[src/rtl/rc4_pkg.sv]
// Shared RC4 definitions: state encoding, sizes and S-memory interface widths
// used by both the key-scheduling and decrypt FSMs.
package rc4_pkg;

  localparam int unsigned S_SIZE    = 256;
  localparam int unsigned KEY_BYTES = 3;
  localparam int unsigned KEY_W     = 8 * KEY_BYTES;
  localparam int unsigned S_ADDR_W  = 8;
  localparam int unsigned S_DATA_W  = 8;
  localparam int unsigned KIDX_W    = 2;

  typedef enum logic [3:0] {
    IDLE,
    INIT,
    RD_I,
    GET_I,
    RD_J,
    GET_J,
    WR_I,
    WR_J,
    DONE
  } state_t;

endpackage

[src/rtl/rc4_key_byte_sel.sv]
// Picks key byte kidx from the key word, byte 0 being the most significant.
module rc4_key_byte_sel
  import rc4_pkg::*;
(
  input  logic [KEY_W-1:0]    key,
  input  logic [KIDX_W-1:0]   kidx,
  output logic [S_DATA_W-1:0] key_byte_c
);

  always_comb begin
    key_byte_c = '0;
    for (int unsigned k = 0; k < KEY_BYTES; k++) begin
      if (kidx == KIDX_W'(k)) key_byte_c = key[KEY_W-1-8*k -: 8];
    end
  end

endmodule

[src/rtl/rc4_ksa_fsm.sv]
// RC4 key-scheduling FSM: fills S with the identity permutation, then runs the
// KSA swap loop over a synchronous-read S memory and pulses finish.
module rc4_ksa_fsm
  import rc4_pkg::*;
(
  input  logic                clock,
  input  logic                reset_n,
  input  logic                start,
  input  logic [KEY_W-1:0]    key,
  input  logic [S_DATA_W-1:0] s_q,
  output logic [S_ADDR_W-1:0] address,
  output logic [S_DATA_W-1:0] data,
  output logic                s_wren,
  output logic                finish
);

  localparam logic [S_ADDR_W-1:0] LAST_I   = S_ADDR_W'(S_SIZE - 1);
  localparam logic [KIDX_W-1:0]   LAST_KIX = KIDX_W'(KEY_BYTES - 1);

  state_t                state;
  logic [S_ADDR_W-1:0]   i;
  logic [S_ADDR_W-1:0]   j;
  logic [S_DATA_W-1:0]   si;
  logic [KIDX_W-1:0]     kidx;
  logic [S_DATA_W-1:0]   key_byte_c;
  logic [S_ADDR_W-1:0]   j_sum_c;

  rc4_key_byte_sel u_key_byte_sel (
    .key        (key),
    .kidx       (kidx),
    .key_byte_c (key_byte_c)
  );

  // 8-bit wrap is the mod-256 of the KSA index update.
  assign j_sum_c = j + s_q + key_byte_c;

  // Outputs are loaded on the edge entering a state, so they hold during it.
  always_ff @(posedge clock or negedge reset_n) begin
    if (!reset_n) begin
      state   <= IDLE;
      i       <= '0;
      j       <= '0;
      si      <= '0;
      kidx    <= '0;
      address <= '0;
      data    <= '0;
      s_wren  <= 1'b0;
      finish  <= 1'b0;
    end else begin
      finish <= 1'b0;
      s_wren <= 1'b0;
      case (state)
        IDLE: begin
          if (start) begin
            state   <= INIT;
            i       <= '0;
            address <= '0;
            data    <= '0;
            s_wren  <= 1'b1;
          end
        end
        INIT: begin
          if (i == LAST_I) begin
            state   <= RD_I;
            i       <= '0;
            j       <= '0;
            kidx    <= '0;
            address <= '0;
          end else begin
            i       <= i + S_ADDR_W'(1);
            address <= i + S_ADDR_W'(1);
            data    <= i + S_DATA_W'(1);
            s_wren  <= 1'b1;
          end
        end
        RD_I: state <= GET_I;
        GET_I: begin
          si      <= s_q;
          j       <= j_sum_c;
          address <= j_sum_c;
          state   <= RD_J;
        end
        RD_J: state <= GET_J;
        GET_J: begin
          // data register carries s[j] into the write of slot i
          address <= i;
          data    <= s_q;
          s_wren  <= 1'b1;
          state   <= WR_I;
        end
        WR_I: begin
          address <= j;
          data    <= si;
          s_wren  <= 1'b1;
          state   <= WR_J;
        end
        WR_J: begin
          if (i == LAST_I) begin
            finish <= 1'b1;
            state  <= DONE;
          end else begin
            i       <= i + S_ADDR_W'(1);
            address <= i + S_ADDR_W'(1);
            kidx    <= (kidx == LAST_KIX) ? '0 : kidx + KIDX_W'(1);
            state   <= RD_I;
          end
        end
        DONE:    state <= IDLE;
        default: state <= IDLE;
      endcase
    end
  end

endmodule

[config.mk]
export PLATFORM = sky130hd
export DESIGN_NAME = rc4_ksa_fsm
export DESIGN_NICKNAME = d
export VERILOG_FILES = /design/src/rtl/rc4_pkg.sv /design/src/rtl/rc4_key_byte_sel.sv /design/src/rtl/rc4_ksa_fsm.sv
export SDC_FILE = /design/constraint.sdc
export NUM_CORES = 1
export LEC_CHECK = 0
export BUFFER_PORTS_ARGS = -buffer_cell sky130_fd_sc_hd__clkbuf_2
export CAP_MARGIN = 20
export CORE_ASPECT_RATIO = 1.25
export CORE_UTILIZATION = 35
export CTS_CLUSTER_DIAMETER = 120
export DETAILED_ROUTE_END_ITERATION = 10
export PLACE_DENSITY_LB_ADDON = 0.12
export SYNTH_ARGS = -nofsm -noshare
export SYNTH_HDL_FRONTEND = slang
export SYNTH_HIERARCHICAL = 1
export SYNTH_SLANG_ARGS = --single-unit
[constraint.sdc]
create_clock -name clock -period 8.69 [get_ports clock]
set_clock_uncertainty 0.2 [all_clocks]
set_input_delay 1.3035 -clock clock [delete_from_list [all_inputs] [get_ports clock]]
set_output_delay 1.3035 -clock clock [all_outputs]
set_load 0.005 [all_outputs]
==> results.ini, run 1 <==
[outcome]
outcome = completed

[worst_setup_path]
cp.required_ns = 8.67
path_buf_inv = 4
crit_path_top_delay_cell = fa_1
critPathMostFrequentCell = inv_1
crit_path_end = address[7]
worst_r2r_path_depth = 13
critPathTopFamily = compound AO/OA/AOI/OAI gates
crit_cells = 14
worst-setup-path-type = input port to flip-flop
arrival_ns = 3.86
crit_path_end_kind = flip-flop
crit_path_max_incr_delay_ns = 0.43
worstPathMaxFanout = 3
r2r_slack_ns = 5.09
crit_start = key[9]
r2r-end = address[7]
cp_cell_sequence = clkbuf_2 -> mux2i_1 -> o2bb2ai_1 -> inv_1 -> fa_1 -> inv_1 -> ha_1 -> inv_1 -> fa_1 -> nand2b_1 -> a21oi_1 -> o21ai_0 -> a21bo_2 -> a2111o_1
start_kind = input port
rr_startpoint = kidx[0]

[logic_synthesis]
synthMuxAreaShare_pct = 3.458
yosys.cell_types.count = 60
yosys_register_bits = 48
syn-num-nets = 359
synth_top_family_by_area = compound AO/OA/AOI/OAI gates
synth_edf_count = 0
netlist_instances = 309
synth_compound_area_share_pct = 22.29
synthAdderAreaFrac_pct = 8.055
async_flop_share_pct = 100.0
synth-simple-area-share_pct = 17.45
synth_xor_xnor_area_share_pct = 4.272
yosysWarnings = 6
syn_avg_cell_area_um2 = 9.953
synth_area_um2 = 3075
synthFlopType = dfrtp_1
ys_seq_area_share_pct = 39.06

[global_routing]
antenna_found_initial = 0
gr-total-overflow = 0
gr-usage-all-layers_pct = 18.67
grt_max_degree = 49
grt_pass1_vias = 2468
grt_pass1_wl_um = 13030

[clock_tree]
clkLatencyLatePin_ns = 0.30
htreeDepth = 2
ctsRootBufferMaster = clkbuf_8
cts_buffers = 5
cts_hold_buffers = 0
cts_num_sinks = 48
post_cts_resized = 0
clk_pin_slew_ns = 0.09
tritoncts = yes
cts_setup_buffers = 0
cts.path.max_buffers = 2

[floorplan]
rows = 37
start_util_pct = 36.70
io_pins = 53
coreArea_um2 = 8379
floorplan.die_area_um2 = 9168
die-height_um = 106.8
die_w_um = 85.84

[finish]
finalNonFillerCells = 470
syn_to_final_growth_pct = 12.04
antenna_cells = 0
final_nets = 403
drive_gt1_share_pct = 22.38
utilization_pct = 41.12

[pwr]
ir_drop_v = 0.00008279
swShare_pct = 42.23
p_comb_share_pct = 46.2
p_leak_uw = 0.001567
p_seq_share_pct = 39.8
power_switching_uw = 390.7
clkPwrFrac_pct = 13.9
pwr_density_cell_nw_per_um2 = 268.5
p_int_uw = 534.5

[sta]
setup_slack_ns = 4.813
fin_crit_ns = 3.877
hold_viol = 0
final_max_slew_viol_count = 0
relSlewSlack_pct = 41.40
fin_tns_setup_ns = 0
tightest_slew_ns = 0.8758
fin_crit_sh_pct = 44.62
fin_hold_ws_ns = 0.2857
clock.fmax_mhz = 257.9
rsz0062_at_grt = false
setup_viol = 0

[routing]
dr.first_iter.drc_count = 112
wire_per_inst_um = 16.95
postRouteAntennaNets = 0
finalWirelength_um = 7965
wl_met1_um = 3526
routed.top_layer = met4
vias = 2420
dr_wl_met2_um = 3883
remaining_drc_errors = 0
drtPass1Iterations = 4
route.met3.wl_um = 260
viasPerCell = 5.149

[placement]
port_buffers = 52
place.gp.congestion = 0.8117
pre_cts_ws_ns = 4.503
place_inst = 463
dpl.hpwl_um = 6139

[run]
max_cap_violations = 0

[min_path]
hp-class = flip-flop to flip-flop

synth_stat cells (all sizes together) (2+ instances only):
cell type / count / share of area, %
nor2b: 4 / 1.1
nand2b: 4 / 0.81
a22oi: 11 / 2.7
a22o: 10 / 2.8
a222oi: 3 / 0.98
nand2: 44 / 5.4
a221oi: 2 / 0.57
nor2: 21 / 2.6
a21o: 7 / 1.7
ha: 7 / 2.8
a221o: 3 / 0.98
nand4: 2 / 0.61
buf: 16 / 4.2
o2bb2ai: 10 / 2.8
nand3: 7 / 1.3
dfrtp: 48 / 39
xor2: 10 / 2.8
fa: 8 / 5.2
a21oi: 11 / 1.8
o2111ai: 2 / 0.57
mux2: 2 / 0.85
o21ai: 23 / 4.0
mux2i: 8 / 2.6
inv: 9 / 1.1
a31oi: 2 / 0.90
nor3: 7 / 1.5
xnor2: 5 / 1.4
or2: 3 / 0.61
how the worst min path moves through the flow:
stage	cells past startpoint	endpoint	start	slack (ns)
floorplan	2	si[0]	si[0]	0.25
global placement	2	si[3]	si[3]	0.26
detailed placement	2	si[3]	si[3]	0.27
CTS	2	si[3]	si[3]	0.29
global route	2	si[3]	si[3]	0.31
finish	2	si[4]	si[4]	0.29
metrics by stage:
| stage | power (uW) | area [um2] |
|---|---|---|
| 2_1_floorplan | 665.9 | 3075 |
| 3_3_place_gp | 794.8 | 3364 |
| 3_5_place_dp | 802.2 | 3364 |
| 4_1_cts | 934.3 | 3446 |
| 5_1_grt | 1001 | 3446 |
| 6_report | 925.2 | 3446 |
cells in the final DEF, fill, tap and decap left out, types with 3 or more instances in the layout:
cell / n
clkbuf_2: 52
dfrtp_1: 48
nand2_1: 44
nor2_1: 20
o21ai_0: 19
a21oi_1: 11
a22oi_1: 11
a22o_1: 10
xor2_1: 10
o2bb2ai_1: 10
inv_1: 9
fa_1: 8
mux2i_1: 8
a21o_1: 7
ha_1: 7
nand3_1: 6
nor3_1: 5
xnor2_1: 5
clkbuf_8: 5
nand2b_1: 4
nor2b_1: 3
a222oi_1: 3
a221o_1: 3
worst min-delay path, cell delays in order (launching register included):
cell and delay [ns]:
dfrtp_1 0.35, nand2_1 0.05, nand2_1 0.06
flip-flops by register name (all words and copies together), names as in the netlist:
name and cells:
address 8, data 8, i 8, j 8, si 8, state 4, kidx 2, finish 1
s_wren 1
logic make-up (layout without fill, tap and decap cells):
logic type               after synthesis  after routing
AO/OA/AOI/OAI                         93             93
adder cells (fa/ha/maj)               15             15
flip-flops                            48             48
buffers and inverters                 26             70
XOR/XNOR                              15             15
multiplexers                          10             10
AND/OR/NAND/NOR                      102            102
per-layer routing:
metal | vias up | track usage [%]
met3 | 17 | 2.848
met4 | 0 | 8.810
met1 | 1141 | 23.28
met2 | 62 | 31.54
li1 | 1200 | -
met5 | - | 0
power groups by stage:
stage	clock [uW]	combinational, uW	sequential [uW]
after CTS	134	432	368
after global placement	0	424	370
after global routing	143	480	378
final	129	428	369
after floorplan	0	328	337
after detailed placement	0	430	372
area by class of cell:
class                   instances  area [um2]
multi-input cells             235        1708
repair buffers                 54       275.3
flip-flops and latches         48        1201
fillers                       856        4933
inverters                       9       33.78
clock buffers                   5       68.82
clock inverters                 2       12.51
well taps                     117       146.4
(Power assumes the default switching activity.)
==> run 2, diff against run 1 <==
- clock period: 8.69 -> 3.8 ns (I/O delays scaled with it)
==> run 2 against run 1 <==
  * Worst setup slack got worse by 4.4 ns
  * Clock power rose by 130%
  * Sequential share of layout area fell by 0.23 points
  * Register-to-register slack got worse by 4.7 ns
==> results.ini, run 2 (synthesized netlist as in run 1, its figures left out) <==
[outcome]
outcome = completed  ; unchanged

[clock_tree]
ctsRootBufferMaster = clkbuf_8  ; unchanged
htreeDepth = 2  ; unchanged
cts.path.max_buffers = 2  ; unchanged
cts_hold_buffers = 0  ; unchanged
post_cts_resized = 0  ; unchanged
cts_buffers = 5  ; unchanged
cts_setup_buffers = 0  ; unchanged
tritoncts = yes  ; unchanged
clk_pin_slew_ns = 0.09  ; about the same
cts_num_sinks = 48  ; unchanged
clkLatencyLatePin_ns = 0.30  ; about the same

[finish]
syn_to_final_growth_pct = 12.77  ; was 12.04%
seq_area_um2 = 1201  ; unchanged
utilization_pct = 41.39  ; was 41.12%
fill_cells = 883  ; was 856
final_nets = 406  ; was 403
multi_input_area_um2 = 1708  ; unchanged
final_common_cell = clkbuf_2  ; unchanged
antenna_cells = 0  ; unchanged
final_cell_area_um2 = 3468  ; was 3446 um2
drive_gt1_share_pct = 23.03  ; was 22.38%
final_cell_mix = clkbuf_2 (52), dfrtp_1 (48), nand2_1 (44)  ; unchanged

[floorplan]
coreArea_um2 = 8379  ; unchanged
floorplan.die_area_um2 = 9168  ; unchanged
start_util_pct = 36.70  ; unchanged
io_pins = 53  ; unchanged
die_w_um = 85.84  ; unchanged
die-height_um = 106.8  ; unchanged
rows = 37  ; unchanged

[worst_setup_path]
r2r-end = address[7]  ; unchanged
r2r_slack_ns = 0.37  ; was 5.09 ns
worstPathMaxFanout = 8  ; was 3
start_kind = flip-flop  ; was input port
worst-setup-path-type = flip-flop to flip-flop  ; was input port to flip-flop
arrival_ns = 3.42  ; was 3.86 ns
cp.required_ns = 3.79  ; was 8.67 ns
worst_r2r_path_depth = 13  ; unchanged
crit_path_end_kind = flip-flop  ; unchanged
rr_startpoint = kidx[0]  ; unchanged

[pwr]
p_seq_share_pct = 39.6  ; was 39.8%
p_comb_share_pct = 46.1  ; was 46.2%
p_int_uw = 1223  ; was 534.5 uW
pwr_density_cell_nw_per_um2 = 609.7  ; was 268.5 nW/um2
p_leak_uw = 0.001584  ; was 0.001567 uW
power_switching_uw = 891.8  ; was 390.7 uW
clkPwrFrac_pct = 14.3  ; was 13.9%
ir_drop_v = 0.0001788  ; was 0.00008279 V
swShare_pct = 42.17  ; was 42.23%

[global_routing]
grt_pass1_wl_um = 13410  ; was 13030 um
gr-total-overflow = 0  ; unchanged
gr-usage-all-layers_pct = 19.14  ; was 18.67%
antenna_found_initial = 0  ; unchanged
grt_pass1_vias = 2479  ; was 2468
grt_max_degree = 26  ; was 49

[sta]
hold_viol = 0  ; unchanged
tightest_slew_ns = 0.8497  ; was 0.8758 ns
fin_tns_setup_ns = 0  ; unchanged
fin_crit_sh_pct = 90.17
clock.fmax_mhz = 291.9
rsz0062_at_grt = false  ; unchanged
relSlewSlack_pct = 43.14  ; was 41.40%
final_max_slew_viol_count = 0  ; unchanged
fin_crit_ns = 3.426
setup_viol = 0  ; unchanged

[min_path]
hp-class = input port to asynchronous set/reset pin  ; was flip-flop to flip-flop

[run]
max_cap_violations = 0  ; unchanged

[placement]
port_buffers = 52  ; unchanged
post_dp_cell_area_um2 = 3387  ; was 3364 um2
dpl.hpwl_um = 6343  ; was 6139 um
place.gp.congestion = 0.8011  ; was 0.8117

[routing]
dr.first_iter.drc_count = 148  ; was 112
finalWirelength_um = 8107  ; was 7965 um
viasPerCell = 5.249  ; was 5.149
wire_per_inst_um = 17.14  ; was 16.95 um
remaining_drc_errors = 0  ; unchanged
postRouteAntennaNets = 0  ; unchanged
drtPass1Iterations = 5  ; was 4
vias = 2483  ; was 2420

==> run 2: cell types whose count changed in the layout (fill, tap and decap cells not counted) <==
cell   before  now
buf_4       2    5
==> run 2: worst max-delay path by stage <==
| stage | start | end | cells past startpoint |
|---|---|---|---|
| after floorplan | kidx[0] | address[7] | 15 |
| after global placement | kidx[0] | address[7] | 13 |
| after detailed placement | kidx[0] | address[7] | 13 |
| after CTS | kidx[0] | address[7] | 13 |
| after global routing | kidx[0] | address[7] | 13 |
| final | kidx[0] | address[7] | 13 |
==> run 2: cell type report <==
| class | instances | area share [%] |
|---|---|---|
| Multi-Input combinational cell | 235 | 49.24 |
| Sequential cell | 48 | 34.63 |
| Timing Repair Buffer | 57 | 8.586 |
| Tap cell | 117 | 4.221 |
| Clock buffer | 5 | 1.984 |
| Inverter | 9 | 0.9740 |
| Clock inverter | 2 | 0.3607 |
==> run 2: layer usage <==
metal / track usage [%] / vias up / part of all wire, %
met5: 0 / - / 0
met2: 32.69 / 79 / 49
met4: 6.548 / 0 / 2.5
met3: 2.232 / 13 / 4.2
li1: - / 1203 / -
met1: 25.01 / 1188 / 44
==> run 2: stage by stage <==
step,instances,setup WS [ns],power [uW],hold WS (ns)
floorplan,309,0.5294,1523,0.07441
global placement,466,0.4317,1813,0.2588
detailed placement,466,0.3651,1828,0.2631
CTS,473,0.3526,2133,0.1090
global route,473,0.1700,2295,0.1383
finish,473,0.3737,2115,0.08484
==> run 2: power groups by stage <==
stage	Sequential, uW	Combinational, uW	Clock, uW
floorplan	772	751	0
global placement	845	968	0
detailed placement	848	980	0
CTS	838	986	310
global route	862	1100	331
finish	837	974	303
==> run 2: critical path: stages, from the launching register on <==
cell       delay, ns
dfrtp_1         0.50
nor2b_4         0.25
o2bb2ai_1       0.14
inv_1           0.06
fa_1            0.42
inv_1           0.07
ha_1            0.18
inv_1           0.06
fa_1            0.39
nand2b_1        0.17
a21oi_1         0.17
o21ai_0         0.12
a21bo_2         0.21
a2111o_1        0.38
==> run 3, diff against run 2 <==
- SYNTH_HIERARCHICAL: 1 -> default
==> run 3 against run 2 <==
  * Global-route usage decreased by 0.24 points
  * Clock power rose by 26%
  * Utilization up 0.43 points
  * Highest routed layer unchanged
  * Sequential cell count is the same
==> results.ini, run 3 <==
[outcome]
outcome = completed  ; unchanged

[logic_synthesis]
yosysWarnings = 0  ; was 6
syn-num-nets = 366  ; was 359
synth_most_common_cell = dfrtp_1  ; unchanged
yosys-top-cells-count = dfrtp_1 (48), nand2_1 (34), o21ai_0 (23)  ; was dfrtp_1 (48), nand2_1 (44), nor2_1 (20)
yosysTopAreaCellShare_pct = 39.34  ; was 39.06%
synth_edf_count = 0  ; unchanged
ys_seq_area_share_pct = 39.34  ; was 39.06%
yosysTopAreaCell = dfrtp_1  ; unchanged
async_flop_share_pct = 100.0  ; unchanged
yosys-top-cells-area = dfrtp_1 (39%), fa_1 (5.2%), nand2_1 (4.2%)  ; was dfrtp_1 (39%), nand2_1 (5.4%), fa_1 (5.2%)
yosys.cell_types.count = 53  ; was 60
syn_avg_cell_area_um2 = 9.661  ; was 9.953 um2
yosys_register_bits = 48  ; unchanged
netlist_instances = 316  ; was 309
synthFlopType = dfrtp_1  ; unchanged
synth_area_um2 = 3053  ; was 3075 um2

[routing]
viasPerCell = 5.389  ; was 5.249
vias = 2468  ; was 2483
dr.first_iter.drc_count = 128  ; was 148
remaining_drc_errors = 0  ; unchanged
postRouteAntennaNets = 0  ; unchanged
finalWirelength_um = 8133  ; was 8107 um
drtPass1Iterations = 4  ; was 5
wire_per_inst_um = 17.76  ; was 17.14 um

[pwr]
p_seq_share_pct = 38.6  ; was 39.6%
p_comb_share_pct = 42.9  ; was 46.1%
clkPwrFrac_pct = 18.5  ; was 14.3%
pwr_density_cell_nw_per_um2 = 594.2  ; was 609.7 nW/um2
power_switching_uw = 796.0  ; was 891.8 uW
ir_drop_v = 0.0003527  ; was 0.0001788 V
total_power_uw = 2070  ; was 2115 uW
p_leak_uw = 0.001683  ; was 0.001584 uW
p_int_uw = 1274  ; was 1223 uW
swShare_pct = 38.45  ; was 42.17%

[sta]
fin_tns_setup_ns = 0  ; unchanged
tightest_slew_ns = 0.7856  ; was 0.8497 ns
final_max_slew_viol_count = 0  ; unchanged
fin_crit_sh_pct = 89.13  ; was 90.17%
fin_hold_ws_ns = 0.1291  ; was 0.08484 ns
setup_viol = 0  ; unchanged
fin_crit_ns = 3.387  ; was 3.426 ns
relSlewSlack_pct = 47.63  ; was 43.14%
rsz0062_at_grt = false  ; unchanged
hold_viol = 0  ; unchanged
clock.fmax_mhz = 295.3  ; was 291.9 MHz

[worst_setup_path]
cp.required_ns = 3.80  ; was 3.79 ns
worst-setup-path-type = flip-flop to flip-flop  ; unchanged
arrival_ns = 3.38  ; was 3.42 ns
worstPathMaxFanout = 11  ; was 8
start_kind = flip-flop  ; unchanged
crit_path_end_kind = flip-flop  ; unchanged

[global_routing]
grt_max_degree = 30  ; was 26
gr-usage-all-layers_pct = 18.90  ; was 19.14%
antenna_found_initial = 0  ; unchanged
gr-total-overflow = 0  ; unchanged
grt_pass1_vias = 2591  ; was 2479
grt_pass1_wl_um = 13270  ; was 13410 um

[floorplan]
die-height_um = 106.4  ; was 106.8 um
io_pins = 53  ; unchanged
start_util_pct = 36.64  ; was 36.70%
die_w_um = 85.54  ; was 85.84 um
coreArea_um2 = 8333  ; was 8379 um2
rows = 37  ; unchanged
floorplan.die_area_um2 = 9103  ; was 9168 um2

[clock_tree]
cts_num_sinks = 48  ; unchanged
post_cts_resized = 0  ; unchanged
cts_setup_buffers = 0  ; unchanged
clkLatencyLatePin_ns = 0.31  ; was 0.30 ns
clk_pin_slew_ns = 0.10  ; was 0.09 ns
htreeDepth = 2  ; unchanged
ctsRootBufferMaster = clkbuf_8  ; unchanged
tritoncts = yes  ; unchanged
cts_hold_buffers = 0  ; unchanged
cts_buffers = 5  ; unchanged
cts.path.max_buffers = 2  ; unchanged

[finish]
final_nets = 410  ; was 406
final_common_cell = clkbuf_2  ; unchanged
drive_gt1_share_pct = 22.44  ; was 23.03%
syn_to_final_growth_pct = 14.14  ; was 12.77%
final_cell_mix = clkbuf_2 (52), dfrtp_1 (48), nand2_1 (34)  ; was clkbuf_2 (52), dfrtp_1 (48), nand2_1 (44)
antenna_cells = 0  ; unchanged

[placement]
dpl.hpwl_um = 6333  ; was 6343 um
port_buffers = 52  ; unchanged
place.gp.congestion = 0.8852  ; was 0.8011

[run]
max_cap_violations = 0  ; unchanged

[min_path]
hp-class = input port to asynchronous set/reset pin  ; unchanged

## run 3: critical path: stages (launching register included)
cell and delay, ns:
dfrtp_1 0.49, nor2b_1 0.20, buf_4 0.18, nand2_1 0.06, o21ai_0 0.11, fa_1 0.39
ha_1 0.22, fa_1 0.41, a21o_1 0.19, a221oi_1 0.33, nand2b_1 0.16, mux2i_1 0.09
a221o_1 0.26
## run 3: kinds of logic (layout without fill, tap and decap cells)
group           Yosys count  in the layout  synth area share, %
compound gates           93             93                22.46
xor+xnor                 14             14                4.016
fa+ha+maj                15             15                8.115
buf+inv                  44             89                6.639
flops                    48             48                39.34
mux                      12             12                4.016
simple gates             90             90                15.41
## run 3: power by group through the flow
stage / Combinational [uW] / Clock [uW] / Sequential, uW
floorplan: 669 / 0 / 753
global placement: 890 / 0 / 805
detailed placement: 902 / 0 / 809
CTS: 904 / 393 / 800
global route: 1000 / 407 / 819
finish: 889 / 382 / 799
## run 3: through the flow
step / cells / cell area [um2] / setup WS, ns / util, %
2_1_floorplan: 316 / 3053 / 0.6614 / -
5_1_grt: 458 / 3485 / 0.1963 / 41.82
4_1_cts: 458 / 3485 / 0.3819 / 41.82
3_3_place_gp: 450 / 3373 / 0.4874 / 40.48
6_report: 458 / 3485 / 0.4132 / 41.82
3_5_place_dp: 450 / 3373 / 0.3781 / 40.48
## run 3: layout make-up
type	instances	area [um2]
Clock buffer	5	68.82
Clock inverter	3	42.54
Fill cell	845	4848
Inverter	22	82.58
Multi-Input combinational cell	224	1655
Sequential cell	48	1201
Tap cell	97	121.4
Timing Repair Buffer	59	312.8
## run 3: final timing paths
| path | depth (start not counted) | from | to | slack, ns |
|---|---|---|---|---|
| min in group clock | 2 | address[1] | address[1] | 0.29 |
| worst max-delay path | 12 | kidx[1] | address[7] | 0.41 |
| worst min-delay path | 1 | reset_n | si[0] | 0.13 |
| max in group asynchronous | 2 | reset_n | j[7] | 2.50 |
| worst min register to register | 2 | address[1] | address[1] | 0.29 |
| worst max register to register | 12 | kidx[1] | address[7] | 0.41 |
## run 3: per-layer routing
layer / wire [um] / vias up / GRT usage, %
met2: 4133 / 45 / 33.31
li1: - / 1217 / -
met1: 3491 / 1195 / 23.14
met4: 227 / 0 / 7.381
met5: 0 / - / 0
met3: 281 / 11 / 2.562
